`src/rtl/pmcd_pkg.sv`:
```
`default_nettype none
// +----------------------------------------------------------------------------+
// | pmcd_pkg : shared types and helpers for the phase-matched divider family  |
// | Revision : 1.0                                                             |
// +----------------------------------------------------------------------------+
package pmcd_pkg;

    typedef enum logic [1:0] {
        ST_HOLD     = 2'd0,
        ST_WAIT_REL = 2'd1,
        ST_RUN      = 2'd2
    } pmcd_state_e;

    localparam int DIV_STAGES_MIN = 1;
    localparam int DIV_STAGES_MAX = 8;

    // Only the exact string "TRUE" enables release gating.
    function automatic bit en_rel_to_bit(input string s);
        return (s == "TRUE");
    endfunction

endpackage
`default_nettype wire

```
`src/rtl/pmcd_prog_div.sv`:
```
`default_nettype none
// +----------------------------------------------------------------------------+
// | pmcd_prog_div : runtime divide-by-N channel, rising edges aligned to the  |
// |                 binary channels of pmcd_divgen                             |
// | Revision      : 1.0                                                        |
// +----------------------------------------------------------------------------+
module pmcd_prog_div #(
    parameter int DIV_W = 8
) (
    input  logic             clk_i,
    input  logic             rst_i,
    input  logic             run_en_i,
    input  logic [DIV_W-1:0] div_i,
    output logic             clkp_o,
    output logic             clkp_ce_o
);

    localparam logic [DIV_W-1:0] ONE = DIV_W'(1);
    localparam logic [DIV_W-1:0] TWO = DIV_W'(2);

    logic [DIV_W-1:0] pcnt_q, pcnt_d;
    logic [DIV_W-1:0] div_l_q, div_l_d;
    logic             clkp_q, clkp_d;
    logic             clkp_ce_q, clkp_ce_d;
    logic             active;
    logic             wrap;

    // The divisor is only re-latched at period boundaries so a mid-period
    // DIV change never produces a runt pulse.
    always_comb begin
        active    = run_en_i && (div_l_q >= TWO);
        wrap      = active && (pcnt_q == (div_l_q - ONE));
        pcnt_d    = (!active || wrap) ? '0 : (pcnt_q + ONE);
        div_l_d   = (!active || wrap) ? div_i : div_l_q;
        clkp_d    = active && (pcnt_d >= (div_l_q >> 1));
        clkp_ce_d = clkp_d && !clkp_q;
    end

    always_ff @(posedge clk_i) begin
        if (rst_i) begin
            pcnt_q    <= '0;
            div_l_q   <= '0;
            clkp_q    <= 1'b0;
            clkp_ce_q <= 1'b0;
        end else begin
            pcnt_q    <= pcnt_d;
            div_l_q   <= div_l_d;
            clkp_q    <= clkp_d;
            clkp_ce_q <= clkp_ce_d;
        end
    end

    assign clkp_o    = clkp_q;
    assign clkp_ce_o = clkp_ce_q;

endmodule
`default_nettype wire

```
`src/rtl/pmcd_divgen.sv`:
```
`default_nettype none
// +----------------------------------------------------------------------------+
// | pmcd_divgen : phase-matched binary clock divider with enables, optional   |
// |               release gating and a programmable divide-by-N channel        |
// | Revision    : 1.0                                                          |
// +----------------------------------------------------------------------------+
module pmcd_divgen
    import pmcd_pkg::*;
#(
    parameter int    DIV_STAGES = 3,
    parameter int    DIV_W      = 8,
    parameter string EN_REL     = "FALSE"
) (
    input  logic                  CLK,
    input  logic                  RST,
    input  logic                  REL,
    input  logic [DIV_W-1:0]      DIV,
    output logic [DIV_STAGES-1:0] CLKD,
    output logic [DIV_STAGES-1:0] CE,
    output logic                  CLKP,
    output logic                  CLKP_CE,
    output logic                  RUN
);

    localparam bit                    REL_GATE = en_rel_to_bit(EN_REL);
    localparam logic [DIV_STAGES-1:0] CNT_ONE  = DIV_STAGES'(1);

    pmcd_state_e           state_q, state_d;
    logic [DIV_STAGES-1:0] cnt_q, cnt_d;
    logic [DIV_STAGES-1:0] ce_q, ce_d;
    logic                  run_q;

    always_comb begin
        state_d = state_q;
        case (state_q)
            ST_HOLD:     state_d = REL_GATE ? ST_WAIT_REL : ST_RUN;
            ST_WAIT_REL: if (REL) state_d = ST_RUN;
            ST_RUN:      state_d = ST_RUN;
            default:     state_d = ST_HOLD;
        endcase
    end

    // CE is registered alongside cnt so it lands in the first high cycle.
    always_comb begin
        cnt_d = (state_q == ST_RUN) ? (cnt_q + CNT_ONE) : '0;
        ce_d  = cnt_d & ~cnt_q;
    end

    always_ff @(posedge CLK) begin
        if (RST) begin
            state_q <= ST_HOLD;
            cnt_q   <= '0;
            ce_q    <= '0;
            run_q   <= 1'b0;
        end else begin
            state_q <= state_d;
            cnt_q   <= cnt_d;
            ce_q    <= ce_d;
            run_q   <= (state_d == ST_RUN);
        end
    end

    pmcd_prog_div #(
        .DIV_W (DIV_W)
    ) u_prog_div (
        .clk_i     (CLK),
        .rst_i     (RST),
        .run_en_i  (run_q),
        .div_i     (DIV),
        .clkp_o    (CLKP),
        .clkp_ce_o (CLKP_CE)
    );

    assign CLKD = cnt_q;
    assign CE   = ce_q;
    assign RUN  = run_q;

endmodule
`default_nettype wire

```
`config.mk`:
```
export PLATFORM = sky130hd
export DESIGN_NAME = pmcd_divgen
export DESIGN_NICKNAME = d
export VERILOG_FILES = /design/src/rtl/pmcd_pkg.sv /design/src/rtl/pmcd_prog_div.sv /design/src/rtl/pmcd_divgen.sv
export SDC_FILE = /design/constraint.sdc
export NUM_CORES = 1
export LEC_CHECK = 0
export ABC_AREA = 1
export BUFFER_PORTS_ARGS = -buffer_cell sky130_fd_sc_hd__buf_2
export CAP_MARGIN = 10
export CELL_PAD_IN_SITES_DETAIL_PLACEMENT = 1
export CELL_PAD_IN_SITES_GLOBAL_PLACEMENT = 1
export CORE_MARGIN = 4
export CORE_UTILIZATION = 43
export DETAILED_ROUTE_END_ITERATION = 8
export PLACE_DENSITY = 0.89
export REMOVE_ABC_BUFFERS = 1
export SYNTH_ARGS = -nofsm -noshare
export SYNTH_HDL_FRONTEND = slang
export SYNTH_SLANG_ARGS = --single-unit
```
`constraint.sdc`:
```
create_clock -name CLK -period 4.26 [get_ports CLK]
set_clock_uncertainty 0.15 [all_clocks]
set_input_delay 1.065 -clock CLK [delete_from_list [all_inputs] [get_ports CLK]]
set_output_delay 1.065 -clock CLK [all_outputs]
set_load 0.01 [all_outputs]
```
Yosys cells after proc, flatten, opt, wreduce, memory -nomap -nowiden. Index checks and enable logic that the tools add are counted.

Bits in registers: 27. Input bits: 11. Output and inout port bits: 9. Logic and storage cells: 32.

Add/sub/neg operators: 3. Order comparisons: 2. Equality and inequality tests: 4. Mux-type cells: 4. Bitwise gates (word level): 2. Reduce and logical (&&, ||, !) cells: 9.

Operators by type and width (count): $add 8x1->8 const B (1); $eq 8x8->1 (1); $ge 8x2->1 const B (1); $ge 8x7->1 (1); $mux 8 (1); $sub 8x1->8 const B (1); $eq 2x2->1 const B (2); $logic_and 1x1->1 (4); $pmux 2 s2 (1); $add 3x1->3 const B (1); $and 3x3->3 (1); $mux 3 (1); $not 3->3 (1); $eq 2x1->1 const B (1); $logic_not 1->1 (2); $logic_not 2->1 (1); $mux 2 (1); $reduce_or 2->1 (1); $logic_or 1x1->1 (1).

Logic depth before layout (Yosys ltp).
Depth in word-level cells: 8. Mapped depth: 29. Gate-level depth less buffers: 29.

Hierarchy. Synthesis repeated with hierarchy kept, for this count alone.

Cell total of the unflattened synthesis: 208. Area, all modules: 1447.6 sq um.

By module, submodules not included: pmcd_prog_div (times used 1, cells each 176, area an instance 1173.6 sq um, sequential area each 360.3 sq um); pmcd_divgen (times used 1, cells each 32, area an instance 274.0 sq um, sequential area each 160.2 sq um).

Least setup slack after synthesis. Ideal clock, no wire load.

Kind: register to register. From: register u_prog_div.div_l_q[0]. To: register u_prog_div.clkp_ce_q, in the netlist u_prog_div.clkp_ce_o. Arrival: 2.392 ns. Data required time: 3.993 ns. Setup slack: 1.601 ns. Cell stages (with the launch flop): 26. Buffers on the path: 1. Clock period less this slack: 2.659 ns. Cells stage by stage: dfxtp_1 > inv_1 > ha_1 > or2_0 > nand3_1 > nand2_1 > nor2_1 > nand2_1 > nor2_2 > nand2_2 > nand2_4 > buf_6 > nor2_1 > ha_1 > nand2_1 > nand2_1 > nand2_1 > nand2_1 > nand2_1 > nand2_1 > nand2_1 > nand2_1 > a21oi_1 > nand2_1 > nand2_1 > nor2_1.

Word-level cells in the longest chain between the ends: 8. Elaborated cells on any way between the ends: 11. Classes of those cells: add/sub (1); order compare (2); eq/ne (1); mux (1); reduce/logical (6).

RTL lines: start: declaration (RTL line pmcd_prog_div.sv:22) `logic [DIV_W-1:0] div_l_q, div_l_d;`; start signal: assignment (RTL line pmcd_prog_div.sv:47) `div_l_q <= div_l_d;`; $sub 8x1->8 / $ge 8x2->1 (equally long branches) (RTL line pmcd_prog_div.sv:32, pmcd_prog_div.sv:31); $eq 8x8->1 / $logic_and 1x1->1 (equally long branches) (RTL line pmcd_prog_div.sv:32, pmcd_prog_div.sv:31); $logic_and 1x1->1 / $logic_not 1->1 (equally long branches) (RTL line pmcd_prog_div.sv:32, pmcd_prog_div.sv:33); $logic_or 1x1->1 * (RTL line pmcd_prog_div.sv:33) `pcnt_d = (!active || wrap) ? '0 : (pcnt_q + ONE);`; $mux 8 * (RTL line pmcd_prog_div.sv:33); named net u_prog_div.pcnt_d[1] (RTL line pmcd_prog_div.sv:21) `logic [DIV_W-1:0] pcnt_q, pcnt_d;`; $ge 8x7->1 * (RTL line pmcd_prog_div.sv:35) `clkp_d = active && (pcnt_d >= (div_l_q >> 1));`; $logic_and 1x1->1 * (RTL line pmcd_prog_div.sv:35); $logic_and 1x1->1 * (RTL line pmcd_prog_div.sv:36) `clkp_ce_d = clkp_d && !clkp_q;`; end signal: assignment (RTL line pmcd_prog_div.sv:49) `clkp_ce_q <= clkp_ce_d;`; end: declaration (RTL line pmcd_prog_div.sv:24) `logic clkp_ce_q, clkp_ce_d;`.

Mark *: on every way through the listed nets, which the timed path passes. The rest lies on a longest branch. A chain may end at the register's enable or synchronous reset.

Final worst setup path.
From: register u_prog_div.div_l_q[0]. To: register u_prog_div.clkp_q, in the netlist u_prog_div.clkp_o.

Word-level cells in the longest chain between the ends: 7. Elaborated cells on any way between the ends: 10. Classes of those cells: add/sub (1); order compare (2); eq/ne (1); mux (1); reduce/logical (5).

RTL lines: $sub 8x1->8 / $ge 8x2->1 (equally long branches) (RTL line pmcd_prog_div.sv:32, pmcd_prog_div.sv:31); $eq 8x8->1 / $logic_and 1x1->1 (equally long branches) (RTL line pmcd_prog_div.sv:32, pmcd_prog_div.sv:31); $logic_and 1x1->1 / $logic_not 1->1 (equally long branches) (RTL line pmcd_prog_div.sv:32, pmcd_prog_div.sv:33); $logic_or 1x1->1 (RTL line pmcd_prog_div.sv:33); $mux 8 (RTL line pmcd_prog_div.sv:33); $ge 8x7->1 (RTL line pmcd_prog_div.sv:35); $logic_and 1x1->1 * (RTL line pmcd_prog_div.sv:35); end signal: assignment (RTL line pmcd_prog_div.sv:48) `clkp_q <= clkp_d;`; end: declaration (RTL line pmcd_prog_div.sv:23) `logic clkp_q, clkp_d;`.

Mark *: on every way between the ends. The rest lies on a longest branch, timed or not.

==> metrics.md <==
| Metric | Value |
|---|---|
| Status | `finished clean` |
| # diodes | `0` |
| PwrDens | `372 nW/um^2` |
| Critical Path RT | `between 4 and 5 ns` |
| YS warnings | `0` |
| Final WL | `around 3600 microns` |
| Hold Crit Class | `reg2reg` |
| IO Pins | `20` |
| Die Y | `66.7 microns` |
| Setup TNS | `0 ns` |
| DR WL met3 | `117 microns` |
| Count of state elements after synthesis | `26` |
| First-pass GRT wire length | `6470 microns` |
| Worst Setup Path Type | `reg2reg` |
| RSZ-0062 raised after global routing | `false` |
| Wire per inst | `12.7 microns` |
| DP HPWL | `around 2700 microns` |
| Cts hold-fix bufs | `0` |
| Die ar. | `between 4000 and 5000 sq um` |
| Vias in the first global route | `1453` |
| Clk slew on worst S/H paths | `0.15 ns` |
| Top Metal Used | `met4` |
| Clk sinks | `26` |
| Core area | `3340 sq um` |
| Synthesis-to-finish area growth | `11.6%` |
| Largest net degree at the start of global routing | `22` |
| Peak supply drop | `194 uV` |
| I/O Buffers | `19` |
| Slew HR | `0.727` |
| Synthesized area | `1480 sq um` |
| DR vias/cell | `roughly 5` |
| CTS max path bufs | `2` |
| Cell row count | `21` |
| Final Hold Viols | `0` |
| Slowest CP cell | `dfxtp_1` |
| Top cell by count, worst path | `nand2_1` |
| Initial core utilization | `0.445` |
| Clock H-tree levels | `1` |
| Post_cts resized | `0` |
| Commonest non-fill, non-tap cell in the layout | `nand2_1` |
| Die X-Extent | `66.7 microns` |
| Critical path capture point type | `flop` |
| Layout Utilization | `0.496` |
| Fillers | `472` |
| Lkg Pwr | `0.814 nW` |
| CP startpoint kind | `flop` |
| CTS tree | `yes` |
| Vias | `1385` |
| Ratio of cells with drive above 1 in the final layout | `0.126` |
| Final Cycle Share | `0.774` |
| WHS | `0.274 ns` |
| Number of nets in the layout | `262` |
| Crit path time final | `3.30 ns` |
| Fmax | `303 MHz` |
| DRC Markers | `0` |
| Most frequent cells in the layout | `nand2_1, nor2_1, inv_1` |
| CTS Buf Count | `3` |
| Sequential area share after synthesis | `0.351` |
| Remaining antenna violation count after routing | `0` |
| Yosys cell types | `27` |
| Final setup fails | `0` |
| First-pass DRT Iterations | `4` |
| Worst-path fanout max | `21` |
| Detailed route wirelength on metal2 | `1750 microns` |
| Initial DRC count | `50` |
| Post-CTS Setup Bufs | `0` |
| Global Route Usage Sum | `0.189` |
| Gr ovfl total | `0` |
| Root Driver | `clkbuf_4` |
| Post-synthesis cell count | `220` |
| Met1 wire length | `1680 microns` |
| Initial antenna violation count | `0` |
| Pin slew with the least headroom to its limit | `between 0.4 and 0.5 ns` |
| Max_cap viols | `0` |
| Pins Over Slew Limit | `0` |
| Max incr delay on CP | `roughly 0.37 ns` |
| Syn Area/Cell | `6.75 sq um` |
| RD Place Congestion | `0.790` |
| Arr. time, crit path | `around 3.4 ns` |
| Clk_lat worst skew | `0.33 ns` |
## critical path: cells and delay by family, from the launching register on
family | cells | cell delay [ns]
AND/OR/NAND/NOR | 21 | 1.61
adder cells (fa/ha/maj) | 2 | 0.51
buffers and inverters | 4 | 0.45
flip-flops | 1 | 0.37
AO/OA/AOI/OAI | 1 | 0.12
## area by class of cell
type                    count  area (sq um)  share of cell area
clock inverters             1          30.0              0.0181
repair buffers             19          95.1              0.0574
clock buffers               3          22.5              0.0136
multi-input cells         158           810               0.489
flip-flops and latches     26           520               0.314
inverters                  32           120              0.0726
well taps                  46          57.6              0.0348
## cell families after synthesis
family | count (synthesis) | synth area share
compound gates | 19 | 0.0683
simple gates | 120 | 0.337
flops | 26 | 0.351
xor+xnor | 8 | 0.0472
fa+ha+maj | 11 | 0.0927
buf+inv | 36 | 0.104
## sequential cells by signal, indices dropped and copies added, names as in the netlist
signal                cells
state_q                   2
RUN                       1
u_prog_div.clkp_ce_o      1
CE                        2
u_prog_div.div_l_q        8
CLKD                      3
u_prog_div.clkp_o         1
u_prog_div.pcnt_q         8
## path summary, 6_finish.rpt
check                                            from                   end  slack (ns)  cells after the start
worst max-delay path            u_prog_div.div_l_q[0]     u_prog_div.clkp_o        0.96                     28
worst min-delay path                u_prog_div.clkp_o  u_prog_div.clkp_ce_o        0.27                      1
worst max register to register  u_prog_div.div_l_q[0]     u_prog_div.clkp_o        0.96                     28
worst min register to register      u_prog_div.clkp_o  u_prog_div.clkp_ce_o        0.27                      1
## report_power, final
group | leakage [nW] | internal, mW | switching (mW) | total, mW
sequential | 0.213 | 0.259 | 0.0183 | 0.278
combinational | 0.572 | 0.0565 | 0.109 | 0.165
clock | 0.0279 | 0.0952 | 0.0775 | 0.173
## routing by layer
layer | vias up | GRT usage
met1 | 639 | 0.232
met5 | - | 0
met4 | 0 | 0.0660
met2 | 19 | 0.329
li1 | 720 | -
met3 | 7 | 0.0304
## synth_stat cells
cell type	instances	area, sq um
nand2_1	52	195
ha_1	11	138
nand2_2	2	12.5
clkbuf_1	1	3.75
xnor2_1	3	26.3
or2_2	1	6.26
nand3_1	9	45.0
o22ai_1	2	12.5
buf_6	2	22.5
a21oi_1	3	15.0
inv_2	2	7.51
o21bai_1	1	7.51
dfxtp_1	26	521
and2_1	1	6.26
buf_4	1	7.51
xor2_1	5	43.8
o21ai_1	10	50.1
or2_0	1	6.26
a31oi_1	1	6.26
nand2_4	1	11.3
nor2_2	1	6.26
nor4_1	1	6.26
nor2_1	42	158
o21ai_0	2	10.0
nor3b_1	1	7.51
nor3_1	8	40.0
inv_1	30	113
## per-stage QoR
| stage | power [mW] | std cells | instance area [sq um] | setup WS, ns |
|---|---|---|---|---|
| 2_1_floorplan | 0.397 | 216 | 1450 | 1.49 |
| 3_3_place_gp | 0.436 | 281 | 1600 | 1.14 |
| 3_5_place_dp | 0.443 | 281 | 1600 | 1.04 |
| 4_1_cts | 0.622 | 285 | 1660 | 0.940 |
| 5_1_grt | 0.664 | 285 | 1660 | 0.471 |
| 6_report | 0.616 | 285 | 1660 | 0.963 |
(Power assumes the default switching activity.)
